==> src/rtl/adder_pipe_pkg.sv <==
// Shared constants and the elaboration-time configuration check for the
// pipelined adder/subtractor.
package adder_pipe_pkg;

  localparam int ADDER_PIPE_WIDTH  = 32;
  localparam int ADDER_PIPE_STAGES = 4;

  localparam logic OP_ADD = 1'b0;
  localparam logic OP_SUB = 1'b1;

  function automatic bit stages_divide_width(input int width, input int stages);
    return (stages > 0) && (width > 0) && ((width % stages) == 0);
  endfunction

endpackage

==> src/rtl/adder_chunk.sv <==
// Combinational W-bit ripple chain of full-adder cells; also exposes the
// carry into the top bit so the caller can derive signed overflow.
module adder_chunk #(
  parameter int W = 8
) (
  input  logic [W-1:0] a,
  input  logic [W-1:0] b,
  input  logic         ci,
  output logic [W-1:0] s,
  output logic         co,
  output logic         c_msb_in
);

  logic [W:0] carry_s;

  // Ripple the carry bit by bit through full-adder cells
  always_comb begin
    carry_s    = '0;
    s          = '0;
    carry_s[0] = ci;
    for (int i = 0; i < W; i++) begin
      s[i]         = a[i] ^ b[i] ^ carry_s[i];
      carry_s[i+1] = (a[i] & b[i]) | (carry_s[i] & (a[i] ^ b[i]));
    end
  end

  assign co       = carry_s[W];
  assign c_msb_in = carry_s[W-1];

endmodule

==> src/rtl/adder_pipe_n.sv <==
// Pipelined ripple-carry adder/subtractor, one CHUNK resolved per stage with a
// global-stall valid/ready handshake. Define ADDER_PIPE_OVF_EN to add the ovf port.
module adder_pipe_n
  import adder_pipe_pkg::*;
#(
  parameter int WIDTH  = ADDER_PIPE_WIDTH,
  parameter int STAGES = ADDER_PIPE_STAGES
) (
  input  logic             clk,
  input  logic             rst,
  input  logic             in_valid,
  output logic             in_ready,
  input  logic [WIDTH-1:0] A,
  input  logic [WIDTH-1:0] B,
  input  logic             cin,
  input  logic             sub,
  output logic             out_valid,
  input  logic             out_ready,
  output logic [WIDTH-1:0] sum,
  output logic             cout
`ifdef ADDER_PIPE_OVF_EN
  ,
  output logic             ovf
`endif
);

  localparam int CHUNK = WIDTH / STAGES;

  if (!stages_divide_width(WIDTH, STAGES)) begin : g_cfg_err
    $error("adder_pipe_n: STAGES must divide WIDTH exactly");
  end

  logic                        adv_s;
  logic                        c0_s;
  logic [WIDTH-1:0]            b_eff_s;
  logic [STAGES-1:0][CHUNK-1:0] ch_a_s;
  logic [STAGES-1:0][CHUNK-1:0] ch_b_s;
  logic [STAGES-1:0][CHUNK-1:0] ch_s_s;
  logic [STAGES-1:0]           ch_ci_s;
  logic [STAGES-1:0]           ch_co_s;
  logic [STAGES-1:0]           ch_cm_s;
  logic                        unused_s;

  logic [STAGES-1:0] valid_q, valid_d;
  logic [STAGES-1:0] carry_q, carry_d;
  logic [WIDTH-1:0]  a_q [STAGES];
  logic [WIDTH-1:0]  a_d [STAGES];
  logic [WIDTH-1:0]  b_q [STAGES];
  logic [WIDTH-1:0]  b_d [STAGES];
  logic [WIDTH-1:0]  s_q [STAGES];
  logic [WIDTH-1:0]  s_d [STAGES];
`ifdef ADDER_PIPE_OVF_EN
  logic              ovf_q, ovf_d;
`endif

  // The whole pipeline moves together; it only freezes on a blocked result.
  assign adv_s     = ~valid_q[STAGES-1] | out_ready;
  assign in_ready  = adv_s;
  assign out_valid = valid_q[STAGES-1];
  assign sum       = s_q[STAGES-1];
  assign cout      = carry_q[STAGES-1];
`ifdef ADDER_PIPE_OVF_EN
  assign ovf       = ovf_q;
`endif

  // Operand conditioning and per-stage chunk operand selection
  always_comb begin
    c0_s       = (sub == OP_SUB) ? 1'b1 : cin;
    b_eff_s    = (sub == OP_ADD) ? B : ~B;
    ch_a_s     = '0;
    ch_b_s     = '0;
    ch_ci_s    = '0;
    ch_a_s[0]  = A[CHUNK-1:0];
    ch_b_s[0]  = b_eff_s[CHUNK-1:0];
    ch_ci_s[0] = c0_s;
    for (int k = 1; k < STAGES; k++) begin
      ch_a_s[k]  = a_q[k-1][k*CHUNK +: CHUNK];
      ch_b_s[k]  = b_q[k-1][k*CHUNK +: CHUNK];
      ch_ci_s[k] = carry_q[k-1];
    end
  end

  for (genvar k = 0; k < STAGES; k++) begin : g_stage
    adder_chunk #(.W(CHUNK)) u_chunk (
      .a        (ch_a_s[k]),
      .b        (ch_b_s[k]),
      .ci       (ch_ci_s[k]),
      .s        (ch_s_s[k]),
      .co       (ch_co_s[k]),
      .c_msb_in (ch_cm_s[k])
    );
  end

  // Next-state: shift every stage forward on advance, otherwise hold
  always_comb begin
    valid_d = valid_q;
    carry_d = carry_q;
    for (int k = 0; k < STAGES; k++) begin
      a_d[k] = a_q[k];
      b_d[k] = b_q[k];
      s_d[k] = s_q[k];
    end
`ifdef ADDER_PIPE_OVF_EN
    ovf_d = ovf_q;
`endif
    if (adv_s) begin
      valid_d[0]           = in_valid;
      a_d[0]               = A;
      b_d[0]               = b_eff_s;
      s_d[0]               = '0;
      s_d[0][CHUNK-1:0]    = ch_s_s[0];
      carry_d[0]           = ch_co_s[0];
      for (int k = 1; k < STAGES; k++) begin
        valid_d[k]               = valid_q[k-1];
        a_d[k]                   = a_q[k-1];
        b_d[k]                   = b_q[k-1];
        s_d[k]                   = s_q[k-1];
        s_d[k][k*CHUNK +: CHUNK] = ch_s_s[k];
        carry_d[k]               = ch_co_s[k];
      end
`ifdef ADDER_PIPE_OVF_EN
      ovf_d = ch_cm_s[STAGES-1] ^ ch_co_s[STAGES-1];
`endif
    end else begin
      valid_d = valid_q;
      carry_d = carry_q;
    end
  end

  // Operand bits already consumed by earlier stages are carried but never read
  always_comb begin
    unused_s = ^ch_cm_s;
    for (int k = 0; k < STAGES; k++) begin
      unused_s = unused_s ^ (^a_q[k]) ^ (^b_q[k]);
    end
  end

  // Stage registers with synchronous reset
  always_ff @(posedge clk) begin
    if (rst) begin
      valid_q <= '0;
      carry_q <= '0;
      for (int k = 0; k < STAGES; k++) begin
        a_q[k] <= '0;
        b_q[k] <= '0;
        s_q[k] <= '0;
      end
`ifdef ADDER_PIPE_OVF_EN
      ovf_q <= 1'b0;
`endif
    end else begin
      valid_q <= valid_d;
      carry_q <= carry_d;
      for (int k = 0; k < STAGES; k++) begin
        a_q[k] <= a_d[k];
        b_q[k] <= b_d[k];
        s_q[k] <= s_d[k];
      end
`ifdef ADDER_PIPE_OVF_EN
      ovf_q <= ovf_d;
`endif
    end
  end

endmodule

==> config.mk <==
export PLATFORM = sky130hd
export DESIGN_NAME = adder_pipe_n
export DESIGN_NICKNAME = d
export VERILOG_FILES = /design/src/rtl/adder_pipe_pkg.sv /design/src/rtl/adder_chunk.sv /design/src/rtl/adder_pipe_n.sv
export SDC_FILE = /design/constraint.sdc
export NUM_CORES = 1
export LEC_CHECK = 0
export ABC_AREA = 0
export ABC_CLOCK_PERIOD_IN_PS = 4400
export CAP_MARGIN = 20
export CORE_MARGIN = 2
export CORE_UTILIZATION = 40
export DETAILED_ROUTE_END_ITERATION = 12
export PLACE_DENSITY_LB_ADDON = 0.2
export SLEW_MARGIN = 20
export SYNTH_ARGS = -nofsm -noshare
export SYNTH_HDL_FRONTEND = slang
export SYNTH_HIERARCHICAL = 1
export SYNTH_SLANG_ARGS = --single-unit
==> constraint.sdc <==
create_clock -name clk -period 4.4 [get_ports clk]
set_input_delay 0.44 -clock clk [delete_from_list [all_inputs] [get_ports clk]]
set_output_delay 0.44 -clock clk [all_outputs]
set_load 0.05 [all_outputs]
# After elaboration in Yosys (flattened, before gate mapping)
# Memories as Yosys holds them, arrays and structs flattened.
# Index checks and enable logic that the tools add are counted.
[word_totals]
register_bits = 8
input_bits = 70
ram_bits = 384
mem_count = 3
[mem_list]
columns = ["name", "words", "width", "read_ports", "rd_ports_with_merged_regs", "wr", "line", "text"]
rows = [
  ["a_q", 4, 32, 3, 0, 4, "adder_pipe_n.sv:46", "logic [WIDTH-1:0] a_q [STAGES];"],
  ["b_q", 4, 32, 3, 0, 4, "adder_pipe_n.sv:48", "logic [WIDTH-1:0] b_q [STAGES];"],
  ["s_q", 4, 32, 4, 0, 4, "adder_pipe_n.sv:50", "logic [WIDTH-1:0] s_q [STAGES];"],
]
[op_classes]
mux = 20
bitwise = 175
eq_ne = 1
n_reduce_logical = 1
[ops]
columns = ["operator", "n"]
rows = [
  ["$mux 32", 13],
  ["$mux 128", 3],
  ["$and 1x1->1", 64],
  ["$xor 1x1->1", 64],
  ["$or 1x1->1", 45],
  ["$not 32->32", 1],
  ["$mux 1", 4],
  ["$reduce_and 2->1", 1],
  ["$ne 1x1->1 const B", 1],
  ["$not 1->1", 1],
]

# Longest topological paths before layout
# Gate-level depths: netlist (run 1).
[logic_depth]
depth_word = 20
ltp_mapped = 17
depth_no_buf = 15

# By module
# The synthesis (run 1) kept the hierarchy.
[modules_own_cells]
columns = ["mod", "cells_each", "instances", "area_each_um2"]
rows = [
  ["adder_pipe_n", 842, 1, 6989.2],
  ["adder_chunk", 18, 4, 197.7],
]

# Worst setup path before layout (run 1)
# OpenSTA, ideal clock, no wires.
[synth_path]
path_type = "input port to flip-flop"
from = "input sub"
to = "memory s_q[0][7] (netlist bit)"
n_path_buf = 2
setup_ns = 0.070
cell_stages = 17
arrival_ns = 4.021
path_slack_ns = 0.309
t_required_ns = 4.330
path_cell_list = "buf_4 -> buf_4 -> or2_2 -> fa_1 -> inv_1 -> fa_1 -> inv_1 -> fa_1 -> fa_1 -> fa_1 -> fa_1 -> inv_1 -> fa_1 -> inv_1 -> fa_1 -> nand2_1 -> a21oi_1"
[synth_lines]
columns = ["item", "line", "text"]
rows = [
  ["from (decl)", "adder_pipe_n.sv:16", "input logic sub,"],
  ["to (decl)", "adder_pipe_n.sv:50", ""],
]

==> results by group, run 1 <==
Outcome
  – Status: complete, no violations

Synthesis
  – Syn Area/Cell: 8.51 sq um
  – Area share of the largest cell type after synthesis: 47.3%
  – Post-Syn Area: 7780 sq um
  – Yosys top cell by area: dfxtp_1
  – Post-synth cell types: 20
  – Post-synth EDFFs: 0
  – Flops & latches, synth: 184
  – Commonest cells in the synthesized netlist: nand2_1, dfxtp_1, a21oi_1
  – Ys async rst share: 0%
  – Cells after Synth: 914
  – Post-synthesis sequential area ratio: 47.3%
  – Post-synth top flop: dfxtp_1
  – Ys Warns: 6
  – Syn Nets: 1016
  – Synth area leaders: dfxtp_1, nand2_1, a21oi_1, fa_1, buf_4
  – Most frequent cell after synthesis: nand2_1

Floorplanning
  – Full die area: 20600 sq um
  – Die X: 143 um
  – # rows: 51
  – Core Area: 19300 sq um
  – Die H: 143 um
  – Starting Density: 40.4%
  – Ports: 105

Critical path
  – Crit-path max FO: 1
  – Reg-to-reg endpoint: s_q[0][47]
  – Reg-to-Reg Start: a_q[0][8]
  – Critical path endpoint category: flop
  – Worst Setup Start Kind: primary input
  – R2R depth: 14
  – Crit path kind: primary input to flop
  – CP arrival: 4.26 ns
  – Req. time, crit path: 4.74 ns
  – Worst reg2reg setup slack: 0.72 ns

Clock network
  – Hold-fix buffers, CTS: 0
  – H-tree levels: 4
  – CTS root buf: clkbuf_16
  – Clock Path Buffers: 2
  – Postcts setup bufs: 0
  – Worst-Skew Late Latency: 0.42 ns
  – CTS tree: built
  – Clock sinks: 184
  – Clk pin slew, worst setup/hold paths: 0.06 ns
  – CTS buffer count: 17
  – Cts repair resizes: 0

Global route
  – Total grt overflow: 0
  – First-pass GRT wire length: 24.7 mm
  – Initial antenna violation count: 1
  – Largest net degree at the start of global routing: 208
  – Vias in the first global route: 5083
  – All-Layer GR Usage: 15.0%

Power and ir drop
  – Tot Pwr: 3650 uW
  – Clock Power Share: 38.7%
  – Switching Share: 25.6%
  – Sequential Power Share: 50.3%
  – Pleak: 0.00349 uW
  – Maximum VDD drop: 0.000270 V
  – Net Sw Power: 935 uW
  – Part of the power in combinational logic: 11.1%
  – Internal: 2720 uW
  – Cell area power density: 401 nW/um^2

STA
  – Final Hold Vio Count: 0
  – # setup viols final: 0
  – Setup TNS: 0 ns
  – Skew final: 0.00785 ns
  – Max Clock Freq: 0.255 GHz
  – Final period util: 89.0%
  – Max-slew violation count: 0
  – RSZ-0062 raised after global routing: false
  – Final critical-path setup slack: 0.484 ns
  – Final min period: 3.92 ns
  – Slew headroom: 38.8%
  – Worst-Margin Slew: 0.918 ns

Routing
  – Via/cell ratio: 4.55
  – DR WL/cell: 12.3 um
  – Drt drc: 0
  – Initial drt markers: 338
  – Drt first pass iters: 4
  – Via count: 5567
  – Wirelength, routed: 15.1 mm
  – Detail Route Antenna Nets: 0

Finish
  – Non-filler instance count after layout: 1224
  – Antenna Cells: 0
  – Share of cells above drive strength 1: 5.94%
  – Syn-to-layout area delta: 17.2%
  – Post-layout net count: 1048

Worst hold path
  – HP Start: s_q[0][2]
  – Hold Crit Endpoint: s_q[0][2]
  – Min-delay worst type: flop to flop
  – Hold path cells: 2

Run
  – Max cap viols: 0

Place
  – Port Buffers: 104
  – Placed Cells: 1192
  – Worst slack at placement: 0.0651 ns
  – Routability Congestion: 0.755
  – Final HPWL DP: 8.94 mm
layout make-up:
cell class | instances | area, sq um
clock buffer | 22 | 454
clock inverter | 10 | 90.1
fill | 1967 | 10100
inverter | 41 | 159
multi-input combinational | 593 | 3300
sequential | 184 | 3680
tap | 265 | 332
timing repair buffer | 109 | 1100
worst max-delay path by stage:
stage / from / endpoint / slack, ns / cells past startpoint
3_3_place_gp: cin / s_q[0][7] / 0.13 / 16
2_1_floorplan: sub / s_q[0][7] / 0.31 / 17
5_1_grt: cin / s_q[0][7] / 0.35 / 16
4_1_cts: cin / s_q[0][7] / 0.51 / 16
6_report: cin / s_q[0][7] / 0.48 / 16
3_5_place_dp: cin / s_q[0][7] / 0.07 / 16
critical path: stages:
cell and delay [ns]:
clkdlybuf4s50_1 0.39, or2_2 0.28, fa_1 0.35, inv_1 0.08
fa_1 0.17, inv_1 0.05, fa_1 0.37, fa_1 0.39
fa_1 0.40, fa_1 0.38, inv_1 0.08, fa_1 0.15
inv_1 0.05, fa_1 0.47, nand2_1 0.05, a21oi_1 0.16
metal layers:
layer / track usage [%] / vias to the layer above / part of all wire, %
met5: 0 / - / 0.086
met1: 20.7 / 2564 / 50
met4: 5.26 / 2 / 1.3
met3: 3.40 / 16 / 3.6
met2: 23.0 / 81 / 45
li1: - / 2904 / -
flip-flops by register name, summed over array words and instances (netlist names):
name     flops
carry_q      4
valid_q      4
a_q         48
b_q         48
s_q         80
cells by family (layout without fill, tap and decap cells):
family                     Yosys count  in the layout  synth area share, %
AOI/OAI and AO/OA                  183            183                 13.8
xor gates and xnor gates            32             32                 3.60
adders and majority gates           32             32                 8.23
buffers and inverters              137            182                 10.3
DFF                                184            184                 47.3
and+or+nand+nor                    346            346                 16.8
layout by cell type (no fill, tap or decap), drive strengths merged:
| master | count |
|---|---|
| a211oi | 24 |
| xor2 | 8 |
| nor2 | 26 |
| clkinvlp | 2 |
| a21oi | 159 |
| inv | 45 |
| clkinv | 4 |
| buf | 7 |
| clkdlybuf4s50 | 102 |
| clkbuf | 22 |
| dfxtp | 184 |
| or2 | 1 |
| nand2 | 318 |
| xnor2 | 24 |
| fa | 32 |
| nor2b | 1 |
power by group through the flow:
| stage | clock network (uW) | registers, uW | logic, uW |
|---|---|---|---|
| after CTS | 1450 | 1840 | 412 |
| final | 1410 | 1840 | 405 |
| after detailed placement | 0 | 1880 | 409 |
| after global placement | 0 | 1870 | 406 |
| after global routing | 1520 | 1850 | 457 |
| after floorplan | 0 | 1860 | 291 |
per-stage QoR:
stage / utilization [%] / hold WS (ns) / area [sq um]
after detailed placement: 44.5 / 0.444 / 8580
final: 47.3 / 0.448 / 9120
after CTS: 47.3 / 0.453 / 9120
after floorplan: - / 0.432 / 7780
after global routing: 47.3 / 0.466 / 9120
after global placement: 44.5 / 0.439 / 8580
Power figures use the tool's default switching activity.
==> inputs of run 2 (changes only) <==
CELL_PAD_IN_SITES_DETAIL_PLACEMENT = 0   (was not set)
CELL_PAD_IN_SITES_GLOBAL_PLACEMENT = 1   (was not set)
GPL_TIMING_DRIVEN = 0   (was not set)
==> results by group, run 2 (synthesized netlist as in run 1, its figures left out) <==
Outcome
  – Status: complete, no violations

Clock network
  – CTS tree: built
  – Worst-Skew Late Latency: 0.43 ns (about the same)
  – Cts repair resizes: 0 (unchanged)
  – Clock Path Buffers: 2 (unchanged)
  – Clock sinks: 184 (unchanged)
  – CTS root buf: clkbuf_16
  – Postcts setup bufs: 0 (unchanged)
  – CTS buffer count: 17 (unchanged)
  – Clk pin slew, worst setup/hold paths: 0.07 ns (about the same)
  – Hold-fix buffers, CTS: 0 (unchanged)
  – H-tree levels: 4 (unchanged)

STA
  – # setup viols final: 0 (unchanged)
  – RSZ-0062 raised after global routing: false
  – Skew final: 0.00935 ns (+0.00150 ns)
  – Max-slew violation count: 0 (unchanged)
  – Final min period: 3.92 ns (+0.00424 ns)
  – Worst-Margin Slew: 0.760 ns (-0.158 ns)
  – Final Hold Vio Count: 0 (unchanged)
  – Max Clock Freq: 0.255 GHz (-0.11%)
  – Final period util: 89.1% (+0.096 points)
  – Slew headroom: 49.3% (+11 points)
  – Hold slack: 0.387 ns (-0.0606 ns)
  – Setup TNS: 0 ns (unchanged)

Run
  – Max cap viols: 0 (unchanged)

Finish
  – Antenna Cells: 0 (unchanged)
  – Most flops, register: s_q
  – FF+latch area: 3680 sq um (unchanged)
  – Syn-to-layout area delta: 24.5%
  – Commonest non-fill, non-tap cells in the layout: nand2_1, dfxtp_1, a21oi_1, clkdlybuf4s50_1, inv_1
  – Leading registers by flop count: s_q: 80 flops, a_q: 48 flops, b_q: 48 flops
  – Area occupied by multi-input gates: 3300 sq um (-0.15%)
  – Share of cells above drive strength 1: 11.7% (+5.7 points)
  – Most common cell after layout, fill and taps aside: nand2_1
  – Largest register FFs: 80 (unchanged)
  – Non-filler instance count after layout: 1311 (+7.1%)
  – Number of fill cells: 2000 (+1.7%)
  – Post-layout net count: 1137 (+8.5%)

Critical path
  – Critical path endpoint category: flop
  – Worst Setup Start Kind: primary input
  – Crit-path max FO: 1 (unchanged)
  – Req. time, crit path: 4.76 ns (+0.02 ns)
  – CP arrival: 4.28 ns (+0.02 ns)
  – Worst reg2reg setup slack: 0.72 ns (about the same)
  – Crit path kind: primary input to flop

Power and ir drop
  – Sequential Power Share: 49.2% (-1.1 points)
  – Internal: 2790 uW (+2.8%)
  – Part of the power in combinational logic: 12.0% (+0.9 points)
  – Switching Share: 25.2% (-0.38 points)
  – Tot Pwr: 3740 uW (+2.2%)
  – Clock Power Share: 38.8% (about the same)
  – Pleak: 0.00385 uW (+10%)
  – Cell area power density: 386 nW/um^2 (-3.7%)
  – Net Sw Power: 942 uW (+0.73%)
  – Maximum VDD drop: 0.000267 V (-1.4%)

Floorplanning
  – Ports: 105 (unchanged)
  – Full die area: 20600 sq um (unchanged)
  – # rows: 51 (unchanged)
  – Die H: 143 um (unchanged)
  – Core Area: 19300 sq um (unchanged)
  – Die X: 143 um (unchanged)
  – Starting Density: 40.4% (unchanged)

Global route
  – All-Layer GR Usage: 18.4% (+3.4 points)
  – Vias in the first global route: 5580 (+9.8%)
  – Initial antenna violation count: 0 (-1)
  – Largest net degree at the start of global routing: 17 (-92%)
  – First-pass GRT wire length: 29.0 mm (+17%)
  – Total grt overflow: 0 (unchanged)

Place
  – Routability Congestion: 0.799 (+5.9%)
  – Port Buffers: 102 (-1.9%)
  – Final HPWL DP: 13.2 mm (+47%)
  – Placed Cells: 1281 (+7.5%)

Routing
  – Via/cell ratio: 4.46 (-1.9%)
  – Via count: 5850 (+5.1%)
  – DR WL/cell: 13.5 um (+9.7%)
  – Drt drc: 0 (unchanged)
  – Drt first pass iters: 5 (+1)
  – Detail Route Antenna Nets: 0 (unchanged)
  – Wirelength, routed: 17.8 mm (+17%)
  – Initial drt markers: 225 (-33%)

Worst hold path
  – Min-delay worst type: primary input to flop
[run 2: worst max-delay path, stage by stage]
cell and delay, ns:
clkdlybuf4s50_1 0.39, or2_2 0.28, fa_1 0.37, inv_1 0.08
fa_1 0.17, inv_1 0.05, fa_1 0.38, fa_1 0.40
fa_1 0.41, fa_1 0.38, inv_1 0.08, fa_1 0.15
inv_1 0.05, fa_1 0.48, nand2_1 0.05, a21oi_1 0.13
[run 2: power by group through the flow]
stage,combinational [uW],clock (uW),sequential (uW)
floorplan,291,0,1860
global placement,447,0,1880
detailed placement,449,0,1880
CTS,453,1480,1840
global route,501,1550,1850
finish,447,1450,1840
[run 2: final cells by class]
class                   count  area share [%]
plain buffers              96            6.60
clock buffers              20            4.72
clock inverters            10           0.995
inverters                  41            1.64
multi-input cells         593            34.1
flip-flops and latches    184            38.0
well taps                 265            3.42
repair buffers            102            10.5
[run 2: final timing paths]
path,end,startpoint,cells after the start
worst min register to register,s_q[0][115],s_q[0][115],2
worst max register to register,s_q[0][87],a_q[0][48],14
worst max-delay path,s_q[0][7],cin,16
worst min-delay path,b_q[0][9],sub,3
[run 2: through the flow]
stage	utilization (%)	area [sq um]	setup slack (ns)
6_report	50.3	9690	0.480
5_1_grt	50.3	9690	0.290
4_1_cts	50.3	9690	0.478
3_5_place_dp	47.4	9130	0.0521
3_3_place_gp	47.4	9130	0.0927
2_1_floorplan	-	7780	0.309
[run 2: metal layers]
| layer | track usage (%) | vias to the layer above | share of wire (%) |
|---|---|---|---|
| met4 | 4.95 | 0 | 1.2 |
| met2 | 30.2 | 92 | 47 |
| met1 | 24.5 | 2641 | 48 |
| met3 | 3.90 | 21 | 4.0 |
| li1 | - | 3096 | - |
| met5 | 0 | - | 0 |
==> inputs of run 3 (changes only) <==
GPL_TIMING_DRIVEN = not set   (was 0)
==> results by group, run 3 (synthesized netlist as in run 1, its figures left out) <==
Clock network
  – Cts repair resizes: 0 (unchanged)
  – CTS buffer count: 17 (unchanged)
  – CTS root buf: clkbuf_16
  – Clk pin slew, worst setup/hold paths: 0.07 ns (about the same)
  – Clock sinks: 184 (unchanged)
  – Clock Path Buffers: 2 (unchanged)
  – Postcts setup bufs: 0 (unchanged)
  – Hold-fix buffers, CTS: 0 (unchanged)
  – CTS tree: built
  – Worst-Skew Late Latency: 0.43 ns (about the same)
  – H-tree levels: 4 (unchanged)

Critical path
  – Crit-path max FO: 1 (unchanged)
  – Crit path kind: primary input to flop
  – Crit path cell chain: clkdlybuf4s50_1, or2_2, fa_1, inv_1, fa_1, inv_1, fa_1, fa_1, fa_1, fa_1, inv_1, fa_1, inv_1, fa_1, nand2_1, a21oi_1
  – Worst Setup Start Kind: primary input
  – CP most frequent cell: fa_1
  – Critical path endpoint category: flop
  – Slowest cell on the critical path: fa_1
  – Req. time, crit path: 4.75 ns (about the same)
  – CP arrival: 4.27 ns (about the same)
  – Worst stage delay on the critical path: 0.47 ns (about the same)

Power and ir drop
  – Maximum VDD drop: 0.000299 V (+12%)
  – Pleak: 0.00351 uW (-8.7%)
  – Cell area power density: 407 nW/um^2 (+5.5%)

Floorplanning
  – Full die area: 20600 sq um (unchanged)
  – Core Area: 19300 sq um (unchanged)
  – Ports: 105 (unchanged)
  – Die H: 143 um (unchanged)
  – Die X: 143 um (unchanged)
  – # rows: 51 (unchanged)
  – Starting Density: 40.4% (unchanged)

Finish
  – Core Util, Final: 47.4% (-2.8 points)
  – Number of fill cells: 1980 (-1.0%)
  – Non-filler instance count after layout: 1225 (-6.6%)
  – Antenna Cells: 0 (unchanged)
  – Commonest non-fill, non-tap cells in the layout: nand2_1, dfxtp_1, a21oi_1, clkdlybuf4s50_1, inv_1
  – Most common cell after layout, fill and taps aside: nand2_1
  – Largest register FFs: 80 (unchanged)
  – Most flops, register: s_q
  – Share of cells above drive strength 1: 6.46% (-5.2 points)
  – Syn-to-layout area delta: 17.5%
  – Post-layout net count: 1049 (-7.7%)
  – Leading registers by flop count: s_q: 80 flops, a_q: 48 flops, b_q: 48 flops

Place
  – Port Buffers: 104 (+2.0%)
  – Placed Cells: 1193 (-6.9%)
  – Worst slack at placement: 0.0649 ns (+0.0128 ns)
  – Routability Congestion: 0.747 (-6.5%)
  – Final HPWL DP: 9.14 mm (-31%)

Global route
  – Vias in the first global route: 5133 (-8.0%)
  – All-Layer GR Usage: 15.8% (-2.6 points)
  – Total grt overflow: 0 (unchanged)
  – Initial antenna violation count: 0 (unchanged)
  – First-pass GRT wire length: 25.6 mm (-12%)
  – Largest net degree at the start of global routing: 208 (+191)

Routing
  – Wirelength, routed: 15.5 mm (-13%)
  – Via/cell ratio: 4.50 (+0.78%)
  – Drt drc: 0 (unchanged)
  – Via count: 5509 (-5.8%)
  – DR WL/cell: 12.7 um (-6.5%)
  – Initial drt markers: 377 (+68%)
  – Detail Route Antenna Nets: 0 (unchanged)
  – Drt first pass iters: 4 (-1)

STA
  – RSZ-0062 raised after global routing: false
  – Setup TNS: 0 ns (unchanged)
  – Final min period: 3.92 ns (-0.00378 ns)
  – Slew headroom: 31.8% (-18 points)
  – Worst-Margin Slew: 1.02 ns (+0.264 ns)
  – Hold slack: 0.450 ns (+0.0625 ns)
  – Max-slew violation count: 0 (unchanged)
  – Final critical-path setup slack: 0.484 ns (+0.00378 ns)
  – # setup viols final: 0 (unchanged)
  – Max Clock Freq: 0.255 GHz (about the same)
  – Final period util: 89.0% (about the same)
  – Final Hold Vio Count: 0 (unchanged)
  – Skew final: 0.0118 ns (+0.00244 ns)

Outcome
  – Status: complete, no violations

Run
  – Max cap viols: 0 (unchanged)

Worst hold path
  – Min-delay worst type: flop to flop
[run 3: cell count changes in the layout (fill, tap and decap cells not counted), moves of 2 or more]
cell,previous run,this run
buf_2,19,1
buf_4,36,5
buf_6,14,1
clkbuf_1,25,0
clkinvlp_4,4,2
inv_6,3,5
inv_8,0,5
[run 3: worst paths after layout]
path                     from           to  slack [ns]  cells past startpoint
setup reg to reg    a_q[0][8]   s_q[0][47]        0.74                     14
setup / recovery          cin    s_q[0][7]        0.48                     16
hold reg to reg   s_q[0][127]  s_q[0][127]        0.45                      2
hold / removal    s_q[0][127]  s_q[0][127]        0.45                      2
[run 3: worst max-delay path, delay by kind of cell]
| kind | cells | cell delay (ns) |
|---|---|---|
| buf+inv | 5 | 0.64 |
| fa+ha+maj | 8 | 2.69 |
| compound gates | 1 | 0.16 |
| simple gates | 2 | 0.34 |
[run 3: routing by layer]
| metal | vias to the layer above | GRT usage (%) | wire, um |
|---|---|---|---|
| li1 | 2914 | - | - |
| met1 | 2483 | 22.6 | 7970 |
| met2 | 91 | 22.7 | 6610 |
| met3 | 21 | 4.57 | 695 |
| met4 | 0 | 5.16 | 236 |
| met5 | - | 0 | 0 |
[run 3: power by group]
group | internal [uW] | switching [uW]
logic | 188 | 220
registers | 1780 | 59.9
clock network | 765 | 711
total | 2730 | 991
[run 3: area by class of cell]
cell class / instances / area (sq um) / area share, %
Inverter: 41 / 159 / 1.74
Sequential cell: 184 / 3680 / 40.3
Tap cell: 265 / 332 / 3.63
Clock buffer: 18 / 439 / 4.80
Multi-Input combinational cell: 593 / 3300 / 36.1
Timing Repair Buffer: 110 / 1090 / 12.0
Clock inverter: 14 / 129 / 1.41
[run 3: per-stage QoR]
step / power (uW) / area (sq um)
after floorplan: 2150 / 7780
after global placement: 2280 / 8570
after detailed placement: 2290 / 8570
after CTS: 3770 / 9140
after global routing: 3900 / 9140
final: 3720 / 9140
